==> src/rtl/loop_nest_ctrl.sv <==
// Nested-loop index generator: latches per-level bounds on start and streams one
// index tuple per accepted beat, odometer style, with first/last flags per level.
module loop_nest_ctrl #(
  parameter int NDepth = 3,
  parameter int IdxDW  = 11
) (
  input  logic                    i_clk,
  input  logic                    i_rstn,
  input  logic                    i_start,
  input  logic [NDepth*IdxDW-1:0] i_bound,
  input  logic                    i_abort,
  output logic                    o_busy,
  output logic                    o_valid,
  input  logic                    i_ready,
  output logic [NDepth*IdxDW-1:0] o_idx,
  output logic [NDepth-1:0]       o_first,
  output logic [NDepth-1:0]       o_last,
  output logic                    o_done
);

  typedef enum logic {
    ST_IDLE = 1'b0,
    ST_RUN  = 1'b1
  } state_t;

  state_t                         state_reg;
  logic [NDepth-1:0][IdxDW-1:0]   idx_reg;
  logic [NDepth-1:0][IdxDW-1:0]   bound_reg;
  logic [NDepth-1:0][IdxDW-1:0]   idx_next;
  logic [NDepth-1:0][IdxDW-1:0]   bound_in;
  logic [NDepth-1:0]              carry;
  logic                           busy_reg;
  logic                           valid_reg;
  logic                           done_reg;
  logic                           beat;
  logic                           final_beat;

  genvar gi;
  generate
    for (gi = 0; gi < NDepth; gi++) begin : g_level
      // A zero bound is treated as a single iteration.
      assign bound_in[gi] = (i_bound[gi*IdxDW +: IdxDW] == '0) ? IdxDW'(1)
                                                              : i_bound[gi*IdxDW +: IdxDW];
      assign o_first[gi]  = (idx_reg[gi] == '0);
      assign o_last[gi]   = (idx_reg[gi] == bound_reg[gi] - IdxDW'(1));

      if (gi == 0) begin : g_carry0
        assign carry[gi] = 1'b1;
      end else begin : g_carryn
        assign carry[gi] = &o_last[gi-1:0];
      end

      assign idx_next[gi] = carry[gi] ? (o_last[gi] ? '0 : idx_reg[gi] + IdxDW'(1))
                                      : idx_reg[gi];
    end
  endgenerate

  assign beat       = valid_reg & i_ready;
  assign final_beat = &o_last;

  always_ff @(posedge i_clk) begin
    if (!i_rstn) begin
      state_reg <= ST_IDLE;
      busy_reg  <= 1'b0;
      valid_reg <= 1'b0;
      done_reg  <= 1'b0;
      idx_reg   <= '0;
      for (int k = 0; k < NDepth; k++) bound_reg[k] <= IdxDW'(1);
    end else begin
      done_reg <= 1'b0;
      case (state_reg)
        ST_IDLE: begin
          if (i_start) begin
            state_reg <= ST_RUN;
            busy_reg  <= 1'b1;
            valid_reg <= 1'b1;
            bound_reg <= bound_in;
            idx_reg   <= '0;
          end
        end
        ST_RUN: begin
          // Abort wins over a same-cycle beat; indices stay where they are.
          if (i_abort) begin
            state_reg <= ST_IDLE;
            busy_reg  <= 1'b0;
            valid_reg <= 1'b0;
          end else if (beat) begin
            if (final_beat) begin
              state_reg <= ST_IDLE;
              busy_reg  <= 1'b0;
              valid_reg <= 1'b0;
              done_reg  <= 1'b1;
            end else begin
              idx_reg <= idx_next;
            end
          end
        end
        default: begin
          state_reg <= ST_IDLE;
          busy_reg  <= 1'b0;
          valid_reg <= 1'b0;
        end
      endcase
    end
  end

  assign o_busy  = busy_reg;
  assign o_valid = valid_reg;
  assign o_done  = done_reg;
  assign o_idx   = idx_reg;

endmodule

==> config.mk <==
export PLATFORM = sky130hd
export DESIGN_NAME = loop_nest_ctrl
export DESIGN_NICKNAME = d
export VERILOG_FILES = /design/src/rtl/loop_nest_ctrl.sv
export SDC_FILE = /design/constraint.sdc
export NUM_CORES = 1
export LEC_CHECK = 0
export CORE_ASPECT_RATIO = 1.2
export CORE_MARGIN = 3
export CORE_UTILIZATION = 55
export CTS_BUF_LIST = sky130_fd_sc_hd__clkbuf_8
export CTS_CLUSTER_SIZE = 8
export DETAILED_ROUTE_END_ITERATION = 8
export PLACE_DENSITY_LB_ADDON = 0.05
export SLEW_MARGIN = 5
export SYNTH_ARGS = -nofsm -noshare
export SYNTH_HDL_FRONTEND = slang
export SYNTH_SLANG_ARGS = --single-unit
==> constraint.sdc <==
create_clock -name i_clk -period 4 [get_ports i_clk]
set_input_delay 0.8 -clock i_clk [delete_from_list [all_inputs] [get_ports i_clk]]
set_output_delay 0.8 -clock i_clk [all_outputs]
set_load 0.1 [all_outputs]
==> results by group <==
Run status
  • Status: completed

Route
  • DRT Pass-1 Iters: 5
  • Final ANT Viol Nets: 0
  • Total wire length: 12.3 mm
  • DRT iter0 DRCs: 329
  • Wire per inst: 16.1 um
  • Vias: around 4700
  • DRC: 0
  • Vias per std cell: 6.08

STA
  • RSZ-0062 raised after global routing: no
  • Tcrit/Tclk final: 95.8%
  • Fin. Hold Viols: 0
  • Clock Skews: 0.0116 ns
  • Rel. slew slack: 33.9%
  • Fmax: 261 MHz
  • Setup TNS: 0 ns
  • Final min period: 3.83 ns
  • Final Setup Violations: 0
  • Slack of the critical path: approximately 0.17 ns
  • Slew at the pin with the worst max-slew slack: about 0.99 ns
  • Final slew viol count: 0

Final layout
  • Share of layout cells above drive strength 1: 6.57%
  • Nets: 697
  • Area Growth Syn to Fin: 22.2%
  • Antenna cells: 0

Logic synthesis
  • Post-synthesis compound-gate area fraction: between 20% and 30%
  • Post-synth cell types: 67
  • Post-Synthesis Cell Area: between 4000 and 5000 um2
  • Sequential-to-total area share from yosys stat: 29.8%
  • Simple-Gate Fraction of Synth Area: between 30% and 40%
  • Post-synthesis adder-cell area fraction: 2.43%
  • Mapped Cells: 590
  • Synth top area share: 29.8%
  • Post-synth top area cell: dfxtp_1
  • Ys async rst share: 0%
  • Largest family of logic cells by synthesized area: simple AND/OR/NAND/NOR gates
  • Syn Area/Cell: 7.86 um2
  • #FFs+latches synth: around 70
  • Top-count cell post-synth: nand2_1
  • Yosys warning count: 0
  • Dominant synthesized flop cell: dfxtp_1
  • Number of enable flip-flop cells after synthesis: 0
  • Syn_nets: ~640
  • Synth cell count leaders: nand2_1 (80), dfxtp_1 (69), a21boi_0 (33)
  • XOR/XNOR Fraction of Synth Area: 8.74%
  • Post-synthesis mux area share: 0.216%
  • Top post-synthesis cells by area: dfxtp_1 (30%), nand2_1 (6.5%), a21boi_0 (5.3%)

Placed design
  • Gpl congestion: just under 0.9
  • Port Buf Inserts: 79
  • Place WS: 0.476 ns
  • DP HPWL: 9.32 mm

Die
  • Die Span X: 89.8 um
  • DIE HEIGHT: 107 um
  • Site row count: 36
  • Initial Utilization: a little under three fifths
  • IO Pins: 80
  • Die ar.: 9570 um2
  • Placeable Area: between 8000 and 9000 um2

Clock tree
  • Clock sink count: 69
  • Clk slew on worst S/H paths: 0.08 ns
  • Clk_lat worst skew: 0.35 ns
  • CTS tree: done
  • Clock buffers created by TritonCTS: 9
  • CTS root buf: clkbuf_8
  • H-Tree Level Count: 3
  • CTS Buffer Depth: 2

Setup path
  • CP dominant cell by count: inv_1
  • Critical path arrival: 3.03 ns
  • Worst path bufs/invs: 3
  • Crit Path Max Fanout: 9
  • Worst path max stage delay: 0.57 ns
  • Critical Path Slowest Stage Cell: or4b_1
  • Worst Setup End Kind: output pin
  • CP required: 3.20 ns
  • CP Class: reg -> out
  • Cell Chain, Critical Path: inv_1 -> ha_2 -> or3b_4 -> or4_1 -> nand3_1 -> nor2_1 -> or4b_1 -> inv_1 -> buf_12
  • Critical path launch point type: flop
  • CP delay by family, top: simple AND/OR/NAND/NOR gates

Global route
  • Largest net degree at the start of global routing: 39
  • Vias in the first global route: 4544
  • First-pass GRT wire length: 20.7 mm
  • GRT overflow: 0
  • GRT Overall Usage: 26.0%
  • Initial antenna violation count: 0

Pwr
  • P_leak: 2.12 nW
  • Power density over the cells: 297 nW/um2
  • Worst vdd ir: 0.000181 V

Hold path
  • Worst hold path type: reg -> reg

Job
  • # Max-Cap Violations: 0
cell usage in the layout, fill, tap and decap left out, types with 7 or more instances in the layout:
cell / instances
nand2_1: 80
clkdlybuf4s50_1: 73
dfxtp_1: 68
a21boi_0: 33
nor2_1: 25
nor4_1: 25
xnor2_1: 25
and3_1: 24
inv_1: 22
o21ai_0: 20
nand3_1: 19
a21oi_1: 18
a31oi_1: 15
nor3_1: 14
nand2b_1: 14
xor2_1: 13
nor3b_1: 11
nand4_1: 10
a21o_1: 10
clkbuf_8: 10
buf_4: 10
or3_1: 9
ha_1: 8
a211oi_1: 7
o31ai_1: 7
path summary, 6_finish.rpt:
kind	start	endpoint	slack, ns	cells past startpoint
max reg2reg	bound_reg[11]$_SDFFE_PN1P_	o_idx[4]$_SDFFE_PN0P_	0.59	11
min reg2reg	bound_reg[10]$_SDFFE_PN0P_	bound_reg[10]$_SDFFE_PN0P_	0.49	2
max	bound_reg[11]$_SDFFE_PN1P_	o_last[1]	0.17	9
min	bound_reg[10]$_SDFFE_PN0P_	bound_reg[10]$_SDFFE_PN0P_	0.49	2
worst min-delay path, delay by kind of cell (launching register included):
kind | cells | cell delay (ns)
flip-flops | 1 | 0.33
AO/OA/AOI/OAI | 1 | 0.07
AND/OR/NAND/NOR | 1 | 0.05
report_power, final:
| part | internal, W | switching [W] | leakage [nW] |
|---|---|---|---|
| Clock | 0.000239 | 0.000278 | 0.0808 |
| Sequential | 0.000709 | 0.0000417 | 0.562 |
| Combinational | 0.000164 | 0.000248 | 1.47 |
metrics by stage:
stage | cell area (um2) | util, % | power [W] | hold WS (ns) | std cells
after floorplan | 4640 | - | 0.00105 | 0.455 | 590
after global placement | 5480 | 67.2 | 0.00116 | 0.471 | 753
after detailed placement | 5480 | 67.2 | 0.00117 | 0.482 | 753
after CTS | 5650 | 69.3 | 0.00168 | 0.493 | 768
after global routing | 5670 | 69.5 | 0.00175 | 0.529 | 768
final | 5670 | 69.5 | 0.00168 | 0.488 | 768
kinds of logic (layout without fill, tap and decap cells):
family / count (synthesis) / count (layout)
buffers and inverters: 58 / 122
DFF: 69 / 69
AOI/OAI and AO/OA: 147 / 147
and+or+nand+nor: 265 / 265
adders and majority gates: 9 / 9
xor gates and xnor gates: 41 / 41
muxes: 1 / 1
cell type report:
cell class / instances / area, um2
multi-input combinational: 463 / 3040
fill: 691 / 2490
sequential: 69 / 1380
timing repair buffer: 85 / 846
tap: 114 / 143
clock buffer: 10 / 138
inverter: 22 / 82.6
clock inverter: 5 / 36.3
routing by layer:
layer / global-route usage, % / wire (um) / part of all wire [%] / vias to the layer above
li1: - / - / - / 2279
met1: 28.9 / 4990 / 40 / 2204
met2: 49.5 / 6430 / 52 / 156
met3: 3.79 / 648 / 5.3 / 28
met4: 10.4 / 265 / 2.1 / 0
met5: 0 / 0 / 0 / -
timing repair:
action                                  4_1_cts  5_1_grt
setup buffers                                 0        0
hold buffers                                  0        0
resized for setup                             0        3
endpoints found under the setup margin        0        2
No activity file was read; power rests on OpenSTA's default activity.
